$ cat src/rtl/corr_pkg.sv
// Shared types and width helpers for the sample correlator.
// CORR_SIGNED_EN (top-level build macro) selects signed vs unsigned sample arithmetic.
package corr_pkg;

  typedef enum logic [1:0] {
    LOAD    = 2'd0,
    COMPUTE = 2'd1,
    OUT     = 2'd2
  } state_e;

  localparam int DEPTH_DEF    = 16;
  localparam int SAMPLE_W_DEF = 8;
  localparam int PTR_W        = $clog2(DEPTH_DEF);

  // Widest sum of DEPTH full-precision products: 2*SAMPLE_W product bits plus log2(DEPTH) growth.
  function automatic int acc_width(input int sample_w, input int depth);
    return 2 * sample_w + $clog2(depth);
  endfunction

  function automatic int ptr_width(input int depth);
    return $clog2(depth);
  endfunction

endpackage

$ cat src/rtl/sample_ring.sv
// Dual-channel circular sample window: one write port, one combinational read port.
// Tracks fill level; once full, new pairs overwrite the oldest slot.
module sample_ring
  import corr_pkg::*;
#(
  parameter int SAMPLE_W = 8,
  parameter int DEPTH    = 16,
  parameter int PW       = ptr_width(DEPTH)
) (
  input  logic                clk,
  input  logic                rst_n,
  input  logic                ena,
  input  logic                clear,
  input  logic                wr_en,
  input  logic [SAMPLE_W-1:0] wr_a,
  input  logic [SAMPLE_W-1:0] wr_b,
  input  logic [PW-1:0]       rd_ptr,
  output logic [SAMPLE_W-1:0] rd_a,
  output logic [SAMPLE_W-1:0] rd_b,
  output logic [PW-1:0]       oldest,
  output logic                full
);

  logic [DEPTH-1:0][SAMPLE_W-1:0] mem_a;
  logic [DEPTH-1:0][SAMPLE_W-1:0] mem_b;
  logic [PW-1:0]                  wr_ptr;
  logic [PW:0]                    count;
  logic                           wr_go;

  assign wr_go = ena & wr_en & ~clear;

  always_ff @(posedge clk) begin
    if (wr_go) begin
      mem_a[wr_ptr] <= wr_a;
      mem_b[wr_ptr] <= wr_b;
    end
  end

  always_ff @(posedge clk or negedge rst_n) begin
    if (!rst_n) begin
      wr_ptr <= '0;
      count  <= '0;
    end else if (ena) begin
      if (clear) begin
        wr_ptr <= '0;
        count  <= '0;
      end else if (wr_en) begin
        wr_ptr <= wr_ptr + PW'(1);
        if (!full) count <= count + (PW+1)'(1);
      end
    end
  end

  assign full = (count == (PW+1)'(DEPTH));

  // Oldest slot as seen after this cycle's write, so a same-cycle sample joins the window.
  assign oldest = (wr_en && !clear) ? wr_ptr + PW'(1) : wr_ptr;

  assign rd_a = mem_a[rd_ptr];
  assign rd_b = mem_b[rd_ptr];

endmodule

$ cat src/rtl/sample_correlator.sv
// Streaming dual-channel correlator: sliding window plus one MAC per cycle dot product.
// Build macro CORR_SIGNED_EN: when defined, samples/products/result are two's complement.
module sample_correlator
  import corr_pkg::*;
#(
  parameter int SAMPLE_W = 8,
  parameter int DEPTH    = 16,
  parameter int ACC_W    = acc_width(SAMPLE_W, DEPTH)
) (
  input  logic                clk,
  input  logic                rst_n,
  input  logic                ena,
  input  logic                clear,
  input  logic                in_valid,
  output logic                in_ready,
  input  logic [SAMPLE_W-1:0] in_a,
  input  logic [SAMPLE_W-1:0] in_b,
  output logic                full,
  input  logic                start,
  output logic                busy,
  output logic                out_valid,
  input  logic                out_ready,
  output logic [ACC_W-1:0]    out_data
);

  localparam int PW = ptr_width(DEPTH);
  localparam int PROD_W = 2 * SAMPLE_W;

  state_e              state, state_nxt;
  logic [PW-1:0]       rd_ptr;
  logic [PW-1:0]       mac_cnt;
  logic [PW-1:0]       oldest;
  logic [ACC_W-1:0]    acc;
  logic [ACC_W-1:0]    acc_nxt;
  logic [ACC_W-1:0]    prod_ext;
  logic [SAMPLE_W-1:0] rd_a, rd_b;
  logic                load, ring_wr, ring_clr, start_ok, mac_last;

  assign load     = (state == LOAD);
  assign ring_wr  = load & in_valid;
  assign ring_clr = load & clear;
  assign start_ok = load & start & full & ~clear;
  assign mac_last = (mac_cnt == PW'(DEPTH - 1));

  sample_ring #(
    .SAMPLE_W (SAMPLE_W),
    .DEPTH    (DEPTH)
  ) u_ring (
    .clk    (clk),
    .rst_n  (rst_n),
    .ena    (ena),
    .clear  (ring_clr),
    .wr_en  (ring_wr),
    .wr_a   (in_a),
    .wr_b   (in_b),
    .rd_ptr (rd_ptr),
    .rd_a   (rd_a),
    .rd_b   (rd_b),
    .oldest (oldest),
    .full   (full)
  );

`ifdef CORR_SIGNED_EN
  logic signed [PROD_W-1:0] prod;
  assign prod     = $signed(rd_a) * $signed(rd_b);
  assign prod_ext = {{(ACC_W-PROD_W){prod[PROD_W-1]}}, prod};
`else
  logic [PROD_W-1:0] prod;
  assign prod     = rd_a * rd_b;
  assign prod_ext = {{(ACC_W-PROD_W){1'b0}}, prod};
`endif

  assign acc_nxt = acc + prod_ext;

  always_comb begin
    state_nxt = state;
    case (state)
      LOAD:    if (start_ok) state_nxt = COMPUTE;
      COMPUTE: if (mac_last) state_nxt = OUT;
      OUT:     if (out_ready) state_nxt = LOAD;
      default: state_nxt = LOAD;
    endcase
  end

  always_ff @(posedge clk or negedge rst_n) begin
    if (!rst_n) begin
      state     <= LOAD;
      rd_ptr    <= '0;
      mac_cnt   <= '0;
      acc       <= '0;
      out_valid <= 1'b0;
      out_data  <= '0;
    end else if (ena) begin
      state <= state_nxt;
      case (state)
        LOAD: begin
          if (start_ok) begin
            acc     <= '0;
            rd_ptr  <= oldest;
            mac_cnt <= '0;
          end
        end
        COMPUTE: begin
          acc     <= acc_nxt;
          rd_ptr  <= rd_ptr + PW'(1);
          mac_cnt <= mac_cnt + PW'(1);
          // Result register loads with the final sum so out_data is valid with out_valid.
          if (mac_last) begin
            out_data  <= acc_nxt;
            out_valid <= 1'b1;
          end
        end
        OUT: begin
          if (out_ready) out_valid <= 1'b0;
        end
        default: ;
      endcase
    end
  end

  assign in_ready = load;
  assign busy     = ~load;

endmodule

$ cat config.mk
export PLATFORM = sky130hd
export DESIGN_NAME = sample_correlator
export DESIGN_NICKNAME = d
export VERILOG_FILES = /design/src/rtl/corr_pkg.sv /design/src/rtl/sample_ring.sv /design/src/rtl/sample_correlator.sv
export SDC_FILE = /design/constraint.sdc
export NUM_CORES = 1
export LEC_CHECK = 0
export BUFFER_PORTS_ARGS = -buffer_cell sky130_fd_sc_hd__buf_2
export CORE_ASPECT_RATIO = 1.2
export CORE_MARGIN = 10
export CORE_UTILIZATION = 30
export CTS_CLUSTER_SIZE = 16
export DETAILED_ROUTE_END_ITERATION = 7
export GPL_ROUTABILITY_DRIVEN = 0
export MAX_ROUTING_LAYER = met4
export PLACE_DENSITY_LB_ADDON = 0.15
export REMOVE_ABC_BUFFERS = 1
export SLEW_MARGIN = 20
export SYNTH_ARGS = -nofsm -noshare
export SYNTH_HDL_FRONTEND = slang
export SYNTH_SLANG_ARGS = --single-unit
$ cat constraint.sdc
create_clock -name clk -period 13.88 [get_ports clk]
set_clock_uncertainty 0.05 [all_clocks]
set_input_delay 2.776 -clock clk [delete_from_list [all_inputs] [get_ports clk]]
set_output_delay 2.776 -clock clk [all_outputs]
set_load 0.01 [all_outputs]
=== Yosys cells after proc, flatten, opt, wreduce, memory -nomap -nowiden ===
Index checks and enable logic that the tools add are counted.

* Logic and storage cells: 107
* Bits of input ports: 23
* Output and inout bits: 24
* Register bits after elaboration: 316

* Equality and inequality tests: 8
* Multiplexer cells: 27
* Magnitude comparators: 3
* Reduce and logical (&&, ||, !) cells: 13
* Bitwise logic cells: 10
* $mul: 1
* Add/sub/neg operators: 5

{| class="wikitable"
|+ Operators with widths
! operator !! count
|-
| bitwise mux 128 bit || 2
|-
| binary-select mux 8 bit (select 4 bit) || 2
|-
| one-hot mux 20 bit (2 select lines) || 1
|-
| demux 8 bit (select 4 bit) || 1
|-
| two-way mux 8 bit || 3
|-
| adder 20 x 16 -> 20 bit || 1
|-
| two-way mux 20 bit || 1
|-
| two-way mux 4 bit || 5
|-
| multiplier 8 x 8 -> 16 bit || 1
|-
| one-hot mux 4 bit (2 select lines) || 2
|-
| two-way mux 5 bit || 3
|-
| adder 4 x 1 -> 4 bit, second input constant || 3
|-
| < comparator 4 x 5 -> 1 bit, second input constant || 2
|-
| AND reduction 3 bit || 3
|-
| AND reduction 4 bit || 2
|-
| bitwise AND 1 bit || 7
|-
| two-way mux 2 bit || 3
|-
| one-hot mux 2 bit (3 select lines) || 1
|-
| nonzero test 2 bit || 3
|-
| adder 5 x 1 -> 5 bit, second input constant || 1
|-
| equality test 5 bit, second input constant || 1
|-
| equality test 4 bit, second input constant || 1
|-
| >= comparator 4 x 1 -> 1 bit, second input constant || 1
|-
| inequality test 2 x 1 -> 1 bit, second input constant || 2
|-
| other kinds (10) || 15
|}

=== Longest topological paths before layout ===
Gate-level depths: netlist of the first run.

* Depth in word-level cells: 7
* Gate-level depth with buffers: 20
* Gate-level depth less buffers: 17

=== Hierarchy ===
From an unflattened synthesis of the first run, not the netlist that was laid out.

* Cells, all modules: 1039
* Area, all modules: 15449.8 um2

{| class="wikitable"
|+ By module, submodules not included
! module !! seq. area each (um2) !! cells each !! area an instance (um2) !! times used
|-
| sample_ring || 7912.6 || 478 || 10411.2 || 1
|-
| sample_correlator || 1276.2 || 561 || 5038.6 || 1
|}

=== Least setup slack after synthesis of the first run ===
OpenSTA, ideal clock, no wires.

* Kind: reg-to-reg
* Start: register rd_ptr[0]
* End: register acc[16]
* Buffers on the path: 2
* Data required time: 13.708 ns
* Setup time: 0.122 ns
* Arrival: 5.754 ns
* Setup slack: 7.955 ns
* Period minus slack after synthesis: 5.925 ns
* Cell stages (with the launch flop): 20
* Cell sequence: dfrtp_1 buf_6 buf_2 mux4_2 mux4_2 and2_1 fa_1 inv_1 fa_1 inv_1 fa_1 inv_1 fa_1 inv_1 ha_1 a21oi_1 o211ai_1 a22o_1 or3_1 a32o_1

* Cells in the longest elaborated chain, start to end: 5
* Elaborated cells between the ends (all ways): 7
* Those cells by class: add/sub: 1; mul: 1; mux: 5

{| class="wikitable"
|+ Ends and longest elaborated chain
! what !! RTL line !! RTL
|-
| from (decl) || sample_correlator.sv:30 || <nowiki>logic [PW-1:0] rd_ptr;</nowiki>
|-
| from (signal assigned) || sample_correlator.sv:99 || <nowiki>rd_ptr <= oldest;</nowiki>
|-
| from (signal assigned) || sample_correlator.sv:105 || <nowiki>rd_ptr <= rd_ptr + PW'(1);</nowiki>
|-
| binary-select mux 8 bit (select 4 bit) (on tied branches) || sample_ring.sv:59, sample_ring.sv:60 ||
|-
| two-way mux 8 bit (on tied branches) || sample_ring.sv:59, sample_ring.sv:60 ||
|-
| multiplier 8 x 8 -> 16 bit (*) || sample_correlator.sv:69 || <nowiki>assign prod = rd_a * rd_b;</nowiki>
|-
| adder 20 x 16 -> 20 bit (*) || sample_correlator.sv:73 || <nowiki>assign acc_nxt = acc + prod_ext;</nowiki>
|-
| one-hot mux 20 bit (2 select lines) (*) || sample_correlator.sv:95 || <nowiki>case (state)</nowiki>
|-
| to (signal assigned) || sample_correlator.sv:104 || <nowiki>acc <= acc_nxt;</nowiki>
|-
| to (decl) || sample_correlator.sv:33 || <nowiki>logic [ACC_W-1:0] acc;</nowiki>
|}

Mark *: on every way between the ends. The rest lies on a longest branch, timed or not. The select of a mux whose other input is x is not followed.
A chain may end at the register's enable or synchronous reset.

=== Worst setup path after layout of the first run ===
Ends and elaborated chain as after synthesis.

==> results of run 1 <==
## final cells by class
class | count | area [um^2]
sequential | 316 | 9190
timing repair buffer | 69 | 405
inverter | 106 | 398
antenna | 3 | 7.51
clock buffer | 43 | 948
multi-input combinational | 539 | 5530
clock inverter | 19 | 131
tap | 644 | 806
fill | 4794 | 32900
## metrics by stage
step                hold WS (ps)  utilization  instance area (um^2)  std cells  setup WS [ps]
detailed placement           414        0.324                 16300       1674           6530
finish                       421        0.346                 17400       1739           6650
global placement             408        0.324                 16300       1674           6550
floorplan                    399            -                 15100        961           5930
CTS                          430        0.346                 17400       1736           6510
global route                 457        0.346                 17400       1739           6120
## synthesized netlist by cell type (6+ instances only)
master,count,area (um^2)
nor2_1,26,97.6
xnor2_1,7,61.3
mux2_2,6,67.6
nand4_1,13,81.3
mux4_2,80,1800
a211o_1,6,52.6
nand3_1,17,85.1
a21oi_1,24,120
nor3_1,11,55.1
dfrtp_1,60,1500
edfxtp_1,256,7690
o211ai_1,6,45.0
nand2b_1,6,37.5
and2_1,45,282
ha_1,49,613
nand2_1,86,323
clkbuf_1,26,97.6
a22o_1,16,140
inv_1,106,398
o21ai_0,34,170
fa_1,50,1000
## registers in the layout, indices dropped and copies added (netlist names)
register and flops:
u_ring.mem_b 128, mac_cnt 4, rd_ptr 4, u_ring.mem_a 128, u_ring.count 5, acc 20
u_ring.wr_ptr 4, out_data 20, out_valid 1, state 2
## per-layer routing
layer  track usage  vias up  wire (um)
li1              -     3860          -
met1         0.157     4326      16000
met2         0.213      114      18500
met3        0.0211       38       1340
met4        0.0280        0        545
met5             -        -          0
## critical path, stage by stage, from the launching register on
cell	delay (ps)
dfrtp_4	720
buf_4	820
mux4_2	610
mux4_2	590
and2_1	220
fa_1	530
inv_1	50
fa_1	480
inv_1	50
fa_1	530
inv_1	50
fa_1	530
inv_1	40
ha_1	370
a21oi_1	350
o211ai_1	230
a22o_1	260
or3_1	330
a32o_1	270
## kinds of logic (layout without fill, tap and decap cells)
| group | Yosys count | after routing |
|---|---|---|
| muxes | 88 | 88 |
| xor gates and xnor gates | 9 | 9 |
| AOI/OAI and AO/OA | 117 | 117 |
| buffers and inverters | 145 | 237 |
| adders and majority gates | 99 | 99 |
| other | 0 | 3 |
| and+or+nand+nor | 226 | 226 |
| DFF | 316 | 316 |
## final timing paths
path                       slack [ps]  cells past startpoint              end
max                              6650                     18          acc[16]
min                               420                      2      out_data[3]
max reg2reg                      6650                     18          acc[16]
min reg2reg                       420                      2      out_data[3]
max in group asynchronous       10870                      1        rd_ptr[0]
min in group asynchronous        2290                      1  u_ring.count[1]
==> results.py, run 1 <==
metrics = {
    "grt": {
        "first_global_vias": 9012,
        "antenna_found_initial": 3,
        "gr-total-overflow": 0,
        "grt_max_degree": 61,
        "grt_pass1_wl_um": 56600,
        "grt_usage": 0.127,
    },
    "drt": {
        "antenna_left": 0,
        "drc": 0,
        "drt_iter0_drc": 499,
        "drt-pass1-iter-count": 6,
        "totalWireLength_um": 36400,
        "detail_route.wl_per_cell_um": 20.9,
        "detail_route.vias_per_cell": 4.79,
        "vias": 8338,
    },
    "critical_path": {
        "r2r-start": "rd_ptr[0]",
        "cp-end-kind": "flop",
        "worstSetupStartpointType": "flop",
        "arrival_ps": 7600,
        "crit_start": "rd_ptr[0]",
        "critical_path_peak_fanout": 45,
        "critPathKind": "reg2reg",
        "cp_data_required_time_ps": 14250,
    },
    "cts": {
        "cts-root-buf": "clkbuf_16",
        "clockBufferDepth": 3,
        "clk_pin_slew_worst_paths_ps": 60,
        "numCtsBuffers": 35,
        "clkSinkCount": 316,
        "cts_tree": "done",
        "postCtsResizedCells": 0,
        "cts_max_level": 2,
        "postCtsSetupBuffers": 0,
        "clock_latency_ps": 540,
        "cts_hold_buf": 0,
    },
    "timing": {
        "finalHoldViolations": 0,
        "slew_headroom": 0.370,
        "fmax_mhz": 138,
        "setup_tns_ps": 0,
        "drv_slew": 0,
        "rsz0062_at_grt": "false",
        "post-route-min-period_ps": 7230,
        "setup_viol": 0,
        "tightest_slew_ps": 946,
        "finalCritPeriodShare": 0.521,
    },
    "yosys": {
        "synth_compound_area_frac": 0.0506,
        "synth_top_family_by_area": "multiplexers",
        "muxShareOfSynthArea": 0.124,
        "synthCells": 1000,
        "yosysWarnings": 0,
        "synthSimpleGateAreaFrac": 0.0732,
        "synth_xor_area_frac": 0.00516,
        "yosysSeqAreaShare": 0.602,
        "syn_area_um2": 15300,
        "synthArstFlopShare": 0.190,
        "syn_area_per_cell_um2": 15.3,
        "synthDistinctLibCells": 56,
        "synthAdderAreaFrac": 0.106,
        "synth_flop_cell": "edfxtp_1",
        "synth-seq-cells": 316,
        "synth_edf_count": 256,
    },
    "floorplanning": {
        "die_w_um": 226,
        "core_area_um2": 50300,
        "rows": 90,
        "die-area_um2": 60400,
        "io_pins": 47,
        "die_y_um": 267,
        "start_util": 0.303,
    },
    "finish": {
        "syn_to_final_growth_pct": 14.1,
        "drive_gt1_frac": 0.205,
        "final_net_count": 1189,
        "layout_common_cells": "edfxtp_1 (256), inv_1 (106), nand2_1 (86)",
        "final_common_cell": "edfxtp_1",
    },
    "min_path": {
        "hp-start": "out_data[3]",
        "min_path_type": "reg2reg",
    },
    "run_status": {
        "status": "completed",
    },
    "job": {
        "drv_cap": 0,
    },
    "placement": {
        "numPortBuffers": 46,
        "hpwl_um": 23100,
    },
}
Power of run 1 is left out: the tool's default activity adds up to more than one toggle a clock period on the data nets, which glitch-free logic cannot reach.
==> run 2: changes to the inputs <==
==> constraint.sdc (replaced) <==
create_clock -name clk -period 7.1 [get_ports clk]
set_clock_uncertainty 0.05 [all_clocks]
set_input_delay 1.42 -clock clk [delete_from_list [all_inputs] [get_ports clk]]
set_output_delay 1.42 -clock clk [all_outputs]
set_load 0.01 [all_outputs]
==> results.py, run 2 (same netlist as run 1, synthesis figures left out) <==
metrics = {
    "run_status": {
        "status": "completed",
    },
    "cts": {
        "clock_latency_ps": 560,
        "cts_hold_buf": 0,
        "numCtsBuffers": 36,
        "postCtsResizedCells": 0,
        "cts_max_level": 2,
        "clkSinkCount": 316,
        "clockBufferDepth": 3,
        "cts-root-buf": "clkbuf_16",
        "clk_pin_slew_worst_paths_ps": 60,
        "postCtsSetupBuffers": 0,
        "cts_tree": "done",
    },
    "timing": {
        "setup_viol": 0,
        "finalHoldViolations": 0,
        "tightest_slew_ps": 892,
        "fmax_mhz": 159,
        "drv_slew": 0,
        "rsz0062_at_grt": "false",
        "slew_headroom": 0.402,
        "post-route-min-period_ps": 6300,
        "layout_setup_ws_ps": 796,
        "finalCritPeriodShare": 0.888,
    },
    "min_path": {
        "hp-start": "out_data[8]",
        "whs_path_depth": 2,
        "holdPathEnd": "out_data[8]",
        "min_path_type": "reg2reg",
    },
    "drt": {
        "drt-pass1-iter-count": 7,
        "drt_iter0_drc": 514,
        "antenna_left": 0,
        "detail_route.vias_per_cell": 4.82,
        "vias": 8367,
        "detail_route.wl_per_cell_um": 21.4,
        "drc": 0,
        "totalWireLength_um": 37100,
    },
    "floorplanning": {
        "io_pins": 47,
        "start_util": 0.303,
        "die-area_um2": 60400,
        "die_w_um": 226,
        "rows": 90,
        "die_y_um": 267,
        "core_area_um2": 50300,
    },
    "grt": {
        "gr-total-overflow": 0,
        "antenna_found_initial": 2,
        "grt_max_degree": 61,
        "grt_usage": 0.131,
        "grt_pass1_wl_um": 57300,
        "first_global_vias": 8973,
    },
    "finish": {
        "final_net_count": 1185,
        "multi_input_area_um2": 5590,
        "reg_top3": "u_ring.mem_a x128, u_ring.mem_b x128",
        "syn_to_final_growth_pct": 15.1,
        "fill_cells": 4806,
        "final_common_cell": "edfxtp_1",
        "final-seq-area_um2": 9190,
        "drive_gt1_frac": 0.206,
        "layout_common_cells": "edfxtp_1 (256), inv_1 (106), nand2_1 (86)",
    },
    "critical_path": {
        "cp_data_required_time_ps": 7490,
        "cp_cell_sequence": "buf_12, mux4_2, mux4_2, and2_1, fa_1, inv_1, fa_1, inv_1, fa_1, inv_1, fa_1, inv_1, ha_1, a21oi_1, o211ai_1, a22o_1, or3_1, a32o_1",
        "r2r-start": "rd_ptr[0]",
        "rr_endpoint": "acc[16]",
        "critPathKind": "reg2reg",
        "r2r_setup_slack_ps": 800,
        "ff2ff_path_depth": 18,
        "critical_path_peak_fanout": 44,
        "cp_num_buf_inv": 5,
        "path_delay_family": "adder cells",
        "cp-end-kind": "flop",
        "arrival_ps": 6690,
        "worstSetupStartpointType": "flop",
        "max_stage_delay_ps": 590,
        "crit_slowest_cell": "mux4_2",
    },
    "placement": {
        "hpwl_um": 23200,
        "place_worst_setup_slack_ps": 746,
        "numPortBuffers": 46,
    },
    "job": {
        "drv_cap": 0,
    },
}
## run 2: cell count changes in the layout (fill, tap and decap cells not counted), sizes merged
cell      delta
buf          -5
bufinv       +3
clkbuf       +3
clkinv       -2
clkinvlp     -1
diode        -1
inv          -1
## run 2: per-layer routing
layer	vias up	wire [um]	GRT usage	share of wire
li1	3843	-	-	-
met1	4351	15500	0.152	0.42
met2	121	19500	0.228	0.53
met3	52	1240	0.0240	0.033
met4	0	830	0.0351	0.022
met5	-	0	-	0
## run 2: worst max-delay path by stage
stage              start      end  slack, ps  cells past startpoint
6_report       rd_ptr[0]  acc[16]        800                     18
5_1_grt        rd_ptr[0]  acc[14]        450                     19
4_1_cts        rd_ptr[0]  acc[16]        740                     18
3_5_place_dp   rd_ptr[0]  acc[16]        750                     18
3_3_place_gp   rd_ptr[0]  acc[14]        800                     19
2_1_floorplan  rd_ptr[0]  acc[16]       -850                     17
## run 2: per-stage QoR
step | cell area, um^2 | hold WS [ps] | util | instances | setup TNS, ps
2_1_floorplan | 15100 | 399 | - | 961 | -13960
3_3_place_gp | 16400 | 408 | 0.326 | 1669 | 0
3_5_place_dp | 16400 | 411 | 0.326 | 1669 | 0
4_1_cts | 17600 | 425 | 0.349 | 1733 | 0
5_1_grt | 17600 | 455 | 0.349 | 1735 | 0
6_report | 17600 | 417 | 0.349 | 1735 | 0
## run 2: layout make-up
type,count,share of cell area
flip-flops and latches,316,0.523
multi-input cells,539,0.318
repair buffers,64,0.0238
clock buffers,46,0.0546
clock inverters,18,0.0120
diodes,2,0.000285
well taps,644,0.0458
inverters,106,0.0226
## run 2: worst reg2reg max path: stages (launching register included)
cell and delay [ps]:
dfrtp_4 440, buf_12 310, mux4_2 570, mux4_2 590, and2_1 220, fa_1 530
inv_1 50, fa_1 470, inv_1 50, fa_1 530, inv_1 50, fa_1 530
inv_1 40, ha_1 370, a21oi_1 350, o211ai_1 200, a22o_1 250, or3_1 330
a32o_1 270
Power of run 2 is left out for the same reason.
